$ cat src/rtl/mem_resp_stage_pkg.sv
// Shared definitions for the MEM response stage: load-control bit indices,
// stage state encoding and bypass bundle width.
package mem_resp_stage_pkg;

    // Bit positions inside the one-hot {ld_w, ld_b, ld_bu, ld_h, ld_hu} vector
    localparam int LD_W  = 4;
    localparam int LD_B  = 3;
    localparam int LD_BU = 2;
    localparam int LD_H  = 1;
    localparam int LD_HU = 0;
    localparam int LD_CTRL_W = 5;

    typedef enum logic [1:0] {
        MS_EMPTY = 2'd0,
        MS_WAIT  = 2'd1,
        MS_DONE  = 2'd2
    } ms_state_t;

    // {byp_we, byp_wait, byp_waddr, byp_data} as seen by the ID hazard unit
    localparam int MEM_BYPASS_LEN = 1 + 1 + 5 + 32;

    function automatic logic [31:0] ext8(input logic [7:0] v, input logic sgn);
        return {{24{sgn & v[7]}}, v};
    endfunction

    function automatic logic [31:0] ext16(input logic [15:0] v, input logic sgn);
        return {{16{sgn & v[15]}}, v};
    endfunction

endpackage

$ cat src/rtl/mem_resp_stage_ld_align.sv
// Combinational load aligner: picks the addressed byte/half of a bus word
// and sign- or zero-extends it to 32 bits.
module ld_align
    import mem_resp_stage_pkg::*;
(
    input  logic [31:0]          rdata,
    input  logic [1:0]           addr_lo,
    input  logic [LD_CTRL_W-1:0] ld_ctrl,
    output logic [31:0]          value
);

    logic [7:0]  byte_sel;
    logic [15:0] half_sel;

    always_comb begin
        byte_sel = rdata[{addr_lo, 3'b000} +: 8];
        half_sel = addr_lo[1] ? rdata[31:16] : rdata[15:0];
        value    = '0;
        if (ld_ctrl[LD_W])       value = rdata;
        else if (ld_ctrl[LD_B])  value = ext8(byte_sel, 1'b1);
        else if (ld_ctrl[LD_BU]) value = ext8(byte_sel, 1'b0);
        else if (ld_ctrl[LD_H])  value = ext16(half_sel, 1'b1);
        else if (ld_ctrl[LD_HU]) value = ext16(half_sel, 1'b0);
    end

endmodule

$ cat src/rtl/mem_resp_stage.sv
// MEM stage: waits for the in-order data-bus response, aligns load data and
// holds the result for WB; responses of flushed ops are counted and dropped.
// Define MEM_LD_FWD_EN to forward aligned load data on the data_ok cycle.
module mem_resp_stage
    import mem_resp_stage_pkg::*;
#(
    parameter int PAY_W      = 123,
    parameter int CANCEL_MAX = 3
) (
    input  logic                 clk,
    input  logic                 reset,
    input  logic                 in_valid,
    output logic                 in_ready,
    input  logic                 in_is_mem,
    input  logic [LD_CTRL_W-1:0] in_ld_ctrl,
    input  logic [31:0]          in_alu_result,
    input  logic [PAY_W-1:0]     in_pay,
    input  logic                 in_rf_we,
    input  logic [4:0]           in_rf_waddr,
    input  logic                 data_sram_data_ok,
    input  logic [31:0]          data_sram_rdata,
    input  logic                 flush,
    output logic                 out_valid,
    input  logic                 out_ready,
    output logic [31:0]          out_result,
    output logic [PAY_W-1:0]     out_pay,
    output logic                 byp_we,
    output logic [4:0]           byp_waddr,
    output logic                 byp_wait,
    output logic [31:0]          byp_data
);

    localparam int CNT_W = $clog2(CANCEL_MAX + 1);
    localparam logic [CNT_W-1:0] CNT_FULL = CNT_W'(CANCEL_MAX);

    ms_state_t            state, state_nxt;
    logic [CNT_W-1:0]     cancel_cnt;
    logic [31:0]          result_p1;
    logic [PAY_W-1:0]     pay_p1;
    logic [LD_CTRL_W-1:0] ld_ctrl_p1;
    logic [1:0]           addr_lo_p1;
    logic                 rf_we_p1;
    logic [4:0]           rf_waddr_p1;

    logic        accept, own_ok, cnt_zero, cnt_inc, cnt_dec, is_load_p1;
    logic [31:0] ld_value;

    assign cnt_zero   = (cancel_cnt == '0);
    assign is_load_p1 = |ld_ctrl_p1;
    assign in_ready   = ((state == MS_EMPTY) || ((state == MS_DONE) && out_ready))
                        && (cancel_cnt != CNT_FULL) && !flush;
    assign accept     = in_valid && in_ready;
    assign own_ok     = data_sram_data_ok && cnt_zero && (state == MS_WAIT) && !flush;
    assign cnt_dec    = data_sram_data_ok && !cnt_zero;
    // A flush in WAIT orphans our outstanding request unless its response is arriving now
    assign cnt_inc    = flush && (state == MS_WAIT) && !(data_sram_data_ok && cnt_zero);

    ld_align u_ld_align (
        .rdata   (data_sram_rdata),
        .addr_lo (addr_lo_p1),
        .ld_ctrl (ld_ctrl_p1),
        .value   (ld_value)
    );

    always_comb begin
        state_nxt = state;
        if (flush) begin
            state_nxt = MS_EMPTY;
        end else begin
            case (state)
                MS_EMPTY: if (accept) state_nxt = in_is_mem ? MS_WAIT : MS_DONE;
                MS_WAIT:  if (own_ok) state_nxt = MS_DONE;
                MS_DONE: begin
                    if (accept)         state_nxt = in_is_mem ? MS_WAIT : MS_DONE;
                    else if (out_ready) state_nxt = MS_EMPTY;
                end
                default:  state_nxt = MS_EMPTY;
            endcase
        end
    end

    always_ff @(posedge clk) begin
        if (reset) state <= MS_EMPTY;
        else       state <= state_nxt;
    end

    always_ff @(posedge clk) begin
        if (reset) begin
            cancel_cnt <= '0;
        end else begin
            case ({cnt_inc, cnt_dec})
                2'b10:   cancel_cnt <= cancel_cnt + CNT_W'(1);
                2'b01:   cancel_cnt <= cancel_cnt - CNT_W'(1);
                default: cancel_cnt <= cancel_cnt;
            endcase
        end
    end

    // Stage register: captured on accept, load data overwrites the result on own data_ok
    always_ff @(posedge clk) begin
        if (reset) begin
            result_p1   <= '0;
            pay_p1      <= '0;
            ld_ctrl_p1  <= '0;
            addr_lo_p1  <= '0;
            rf_we_p1    <= 1'b0;
            rf_waddr_p1 <= '0;
        end else if (accept) begin
            result_p1   <= in_alu_result;
            pay_p1      <= in_pay;
            ld_ctrl_p1  <= in_ld_ctrl;
            addr_lo_p1  <= in_alu_result[1:0];
            rf_we_p1    <= in_rf_we;
            rf_waddr_p1 <= in_rf_waddr;
        end else if (own_ok && is_load_p1) begin
            result_p1   <= ld_value;
        end
    end

    assign out_valid  = (state == MS_DONE);
    assign out_result = result_p1;
    assign out_pay    = pay_p1;
    assign byp_we     = rf_we_p1 && (state != MS_EMPTY);
    assign byp_waddr  = rf_waddr_p1;

`ifdef MEM_LD_FWD_EN
    assign byp_wait = (state == MS_WAIT) && is_load_p1 && !own_ok;
    assign byp_data = (own_ok && is_load_p1) ? ld_value : result_p1;
`else
    assign byp_wait = (state == MS_WAIT) && is_load_p1;
    assign byp_data = result_p1;
`endif

    // A response with nothing outstanding means the bus and the stage disagree
    a_no_orphan_ok: assert property (@(posedge clk) disable iff (reset)
        data_sram_data_ok |-> ((state == MS_WAIT) || !cnt_zero));

endmodule
$ cat config.mk
export PLATFORM = sky130hd
export DESIGN_NAME = mem_resp_stage
export DESIGN_NICKNAME = d
export VERILOG_FILES = /design/src/rtl/mem_resp_stage_pkg.sv /design/src/rtl/mem_resp_stage_ld_align.sv /design/src/rtl/mem_resp_stage.sv
export SDC_FILE = /design/constraint.sdc
export NUM_CORES = 1
export LEC_CHECK = 0
export ABC_AREA = 1
export BUFFER_PORTS_ARGS = -buffer_cell sky130_fd_sc_hd__buf_2
export CORE_AREA = 8 8 149 151
export CTS_CLUSTER_SIZE = 24
export DETAILED_ROUTE_END_ITERATION = 12
export DIE_AREA = 0 0 157 159
export PLACE_DENSITY = 0.68
export SYNTH_ARGS = -nofsm -noshare
export SYNTH_HDL_FRONTEND = slang
export SYNTH_SLANG_ARGS = --single-unit
export TNS_END_PERCENT = 5
$ cat constraint.sdc
create_clock -name clk -period 1.55 [get_ports clk]
set_input_delay 0.31 -clock clk [delete_from_list [all_inputs] [get_ports clk]]
set_output_delay 0.31 -clock clk [all_outputs]
set_load 0.01 [all_outputs]
==> results.json <==
{
  "start_util_pct": 36.8,
  "final_area_mm2": 0.0104,
  "area.growth.synth_to_final_pct": 42.9,
  "p_leak_nw": 5.32,
  "yosysWarningCount": 0,
  "synth_most_common_cell": "nor2_1",
  "place_inst": 1680,
  "fin_crit_sh_pct": 104,
  "violations": "setup timing",
  "dp_hpwl_um": 20900,
  "std_cell_rows": 52,
  "grt_overflow_total": 0,
  "synth_nets": 1255,
  "drt_drc_violations_left": 0,
  "hold_depth": 3,
  "fin_crit_ps": 1610,
  "final_nets": 1636,
  "yosys-top-cells-area": "dfxtp_1 47%, nor2_1 17%, o21ai_0 8.6%, nand2_1 7.4%, buf_4 3.4%",
  "cp_slowest_stage_delay_ps": 360,
  "fin_tns_setup_ps": -77.7,
  "rsz0062_at_grt": "yes",
  "r2r_slack_ps": 30,
  "clockBufferDepth": 2,
  "status": "finished with violations",
  "wl_per_cell_um": 15.8,
  "clkSinkCount": 172,
  "dr_total_vias": 8005,
  "hold_path_startpoint": "in_pay[53]",
  "io-pin-count": 401,
  "crit_arrival_ps": 1300,
  "yosys-top-cells-count": "332 x nor2_1, 172 x dfxtp_1, 144 x nand2_1, 126 x o21ai_0",
  "grt_antenna_before_repair": 4,
  "netlist_area_mm2": 0.00730,
  "drt-pass1-iter-count": 5,
  "ir_worst_vdd_uv": 724,
  "crit_top_cell": "buf_6",
  "cp-start-kind": "register",
  "rr_endpoint": "byp_data[0]",
  "ant_nets": 0,
  "ys_seq_area_share_pct": 47.2,
  "final_cell_count_no_fill": 1715,
  "p_per_area_mw_per_mm2": 1080,
  "syn_inst": 1049,
  "path_clk_slew_ps": 70,
  "clk_latency_ps": 420,
  "cp-end-kind": "primary output",
  "relSlewSlack_pct": 71.7,
  "fmax_ghz": 0.621,
  "hold_viol": 0,
  "reg2regPathDepth": 6,
  "synth.top_cell.area_share_pct": 47.2,
  "yosysTopAreaCell": "dfxtp_1",
  "synthArstFlopShare_pct": 0,
  "worst-path-stages": 5,
  "final_core_util_pct": 52.5,
  "crit_buf_inv": 3,
  "critPathTopFamily": "flip-flops",
  "required_ps": 1240,
  "drv_slew": 0,
  "fin_ws_ps": -60.4,
  "drive_gt1_share_pct": 36.8,
  "grt_pass1_wl_um": 42000,
  "slowest_stage": "dfxtp_4",
  "cp_cell_sequence": "nor2_4, nand3_4, buf_6, inv_2, buf_6",
  "fp.dieH_um": 159,
  "regToRegStartpoint": "state[0]",
  "worstPathMaxFanout": 3,
  "cts_tree": "done",
  "hold_path_end": "out_pay[53]",
  "die-area_mm2": 0.0250,
  "totalWireLength_um": 27100,
  "grt_start_max_net_pins": 45,
  "worst-setup-path-type": "reg2out",
  "first_global_vias": 7869,
  "cts_made_buffers": 17,
  "ys_seq_elements": 172,
  "hp-class": "in2reg",
  "grt_usage_pct": 21.1,
  "finClkSkew_ps": 11.8,
  "synth-main-ff-cell": "dfxtp_1",
  "portBuffers": 400,
  "tightestPinTransition_ps": 420,
  "first_iter_violations": 445,
  "final-setup-viol-count": 3,
  "die_w_um": 157,
  "cts_root_buffer": "clkbuf_16",
  "synth-edff-count": 0,
  "core_area_mm2": 0.0198,
  "via_per_inst": 4.67,
  "synth.distinct_cells": 25,
  "cts_max_level": 4,
  "cap_violations": 0,
  "routabilityCongestion": 0.887,
  "placed_cell_area_mm2": 0.00968,
  "avgSynthCellArea_um2": 6.96
}
-- worst max-delay path by stage --
stage	from	endpoint
floorplan	state[0]	cancel_cnt[1]
global placement	out_ready	byp_data[19]
detailed placement	out_ready	byp_data[31]
CTS	state[0]	in_ready
global route	state[0]	in_ready
finish	state[0]	in_ready
-- timing repair --
item	CTS	global route
resized for setup	15	48
hold buffers	0	0
setup endpoints to repair	22	40
pin swaps	6	5
setup buffers	1	0
-- routing by layer --
metal | track usage (%) | share of wire, % | vias up
met2 | 37.0 | 50 | 314
li1 | - | - | 4073
met1 | 23.2 | 38 | 3569
met4 | 7.52 | 2.3 | 6
met3 | 7.03 | 9.7 | 43
met5 | 0 | 0.11 | -
-- cell type report --
cell class | instances | area, µm²
tap | 270 | 338
multi-input combinational | 738 | 3280
antenna | 2 | 5.00
sequential | 172 | 3450
inverter | 45 | 171
clock inverter | 14 | 155
fill | 1975 | 9420
timing repair buffer | 456 | 2580
clock buffer | 18 | 439
-- worst min-delay path, cell delays in order --
cell     delay, ps
buf_2           70
o21ai_1         50
nor2_1          70
-- report_power, final --
part	leakage (nW)	internal (W)	total, W	switching (W)
Combinational	3.61	0.000897	0.00208	0.00118
Clock	0.286	0.00232	0.00430	0.00197
Sequential	1.42	0.00473	0.00489	0.000167
-- cell families after synthesis --
logic type,after synthesis,synth area share [%]
flops,172,47.2
simple gates,528,28.4
xor+xnor,1,0.120
compound gates,208,14.7
fa+ha+maj,1,0.171
buf+inv,139,9.40
-- through the flow --
stage / setup WS, ps / hold slack (ps) / power, W
after floorplan: 117 / 430 / 0.00609
after global placement: -86.6 / 437 / 0.00701
after detailed placement: -136 / 447 / 0.00704
after CTS: -76.0 / 96.1 / 0.0114
after global routing: -125 / 116 / 0.0118
final: -60.4 / 113 / 0.0113
-- state kept, by name, indices dropped and copies added (netlist names) --
name        flops
byp_data       32
state           2
addr_lo_p1      2
cancel_cnt      2
rf_we_p1        1
out_pay       123
byp_waddr       5
ld_ctrl_p1      5
-- placed cells by master (no fill, tap or decap), types with 2 or more instances in the layout --
master      instances
nand2_1           141
dfxtp_4             2
buf_2             398
a21oi_1            29
clkinv_4            2
nand3_2             2
o21a_1              3
dfxtp_1           168
o21ai_2            11
o21ai_1            58
nand2_2             5
inv_1              38
inv_6               5
o21ai_0           102
clkinvlp_4          2
clkbuf_16          17
nor2_2              5
buf_4              44
buf_6               2
nand3_1            41
diode_2             2
nor2_1            326
inv_2               6
clkinv_8            2
buf_12             12
nor2_4              4
dfxtp_2             2
o211ai_1            3
(Power assumes the default switching activity.)
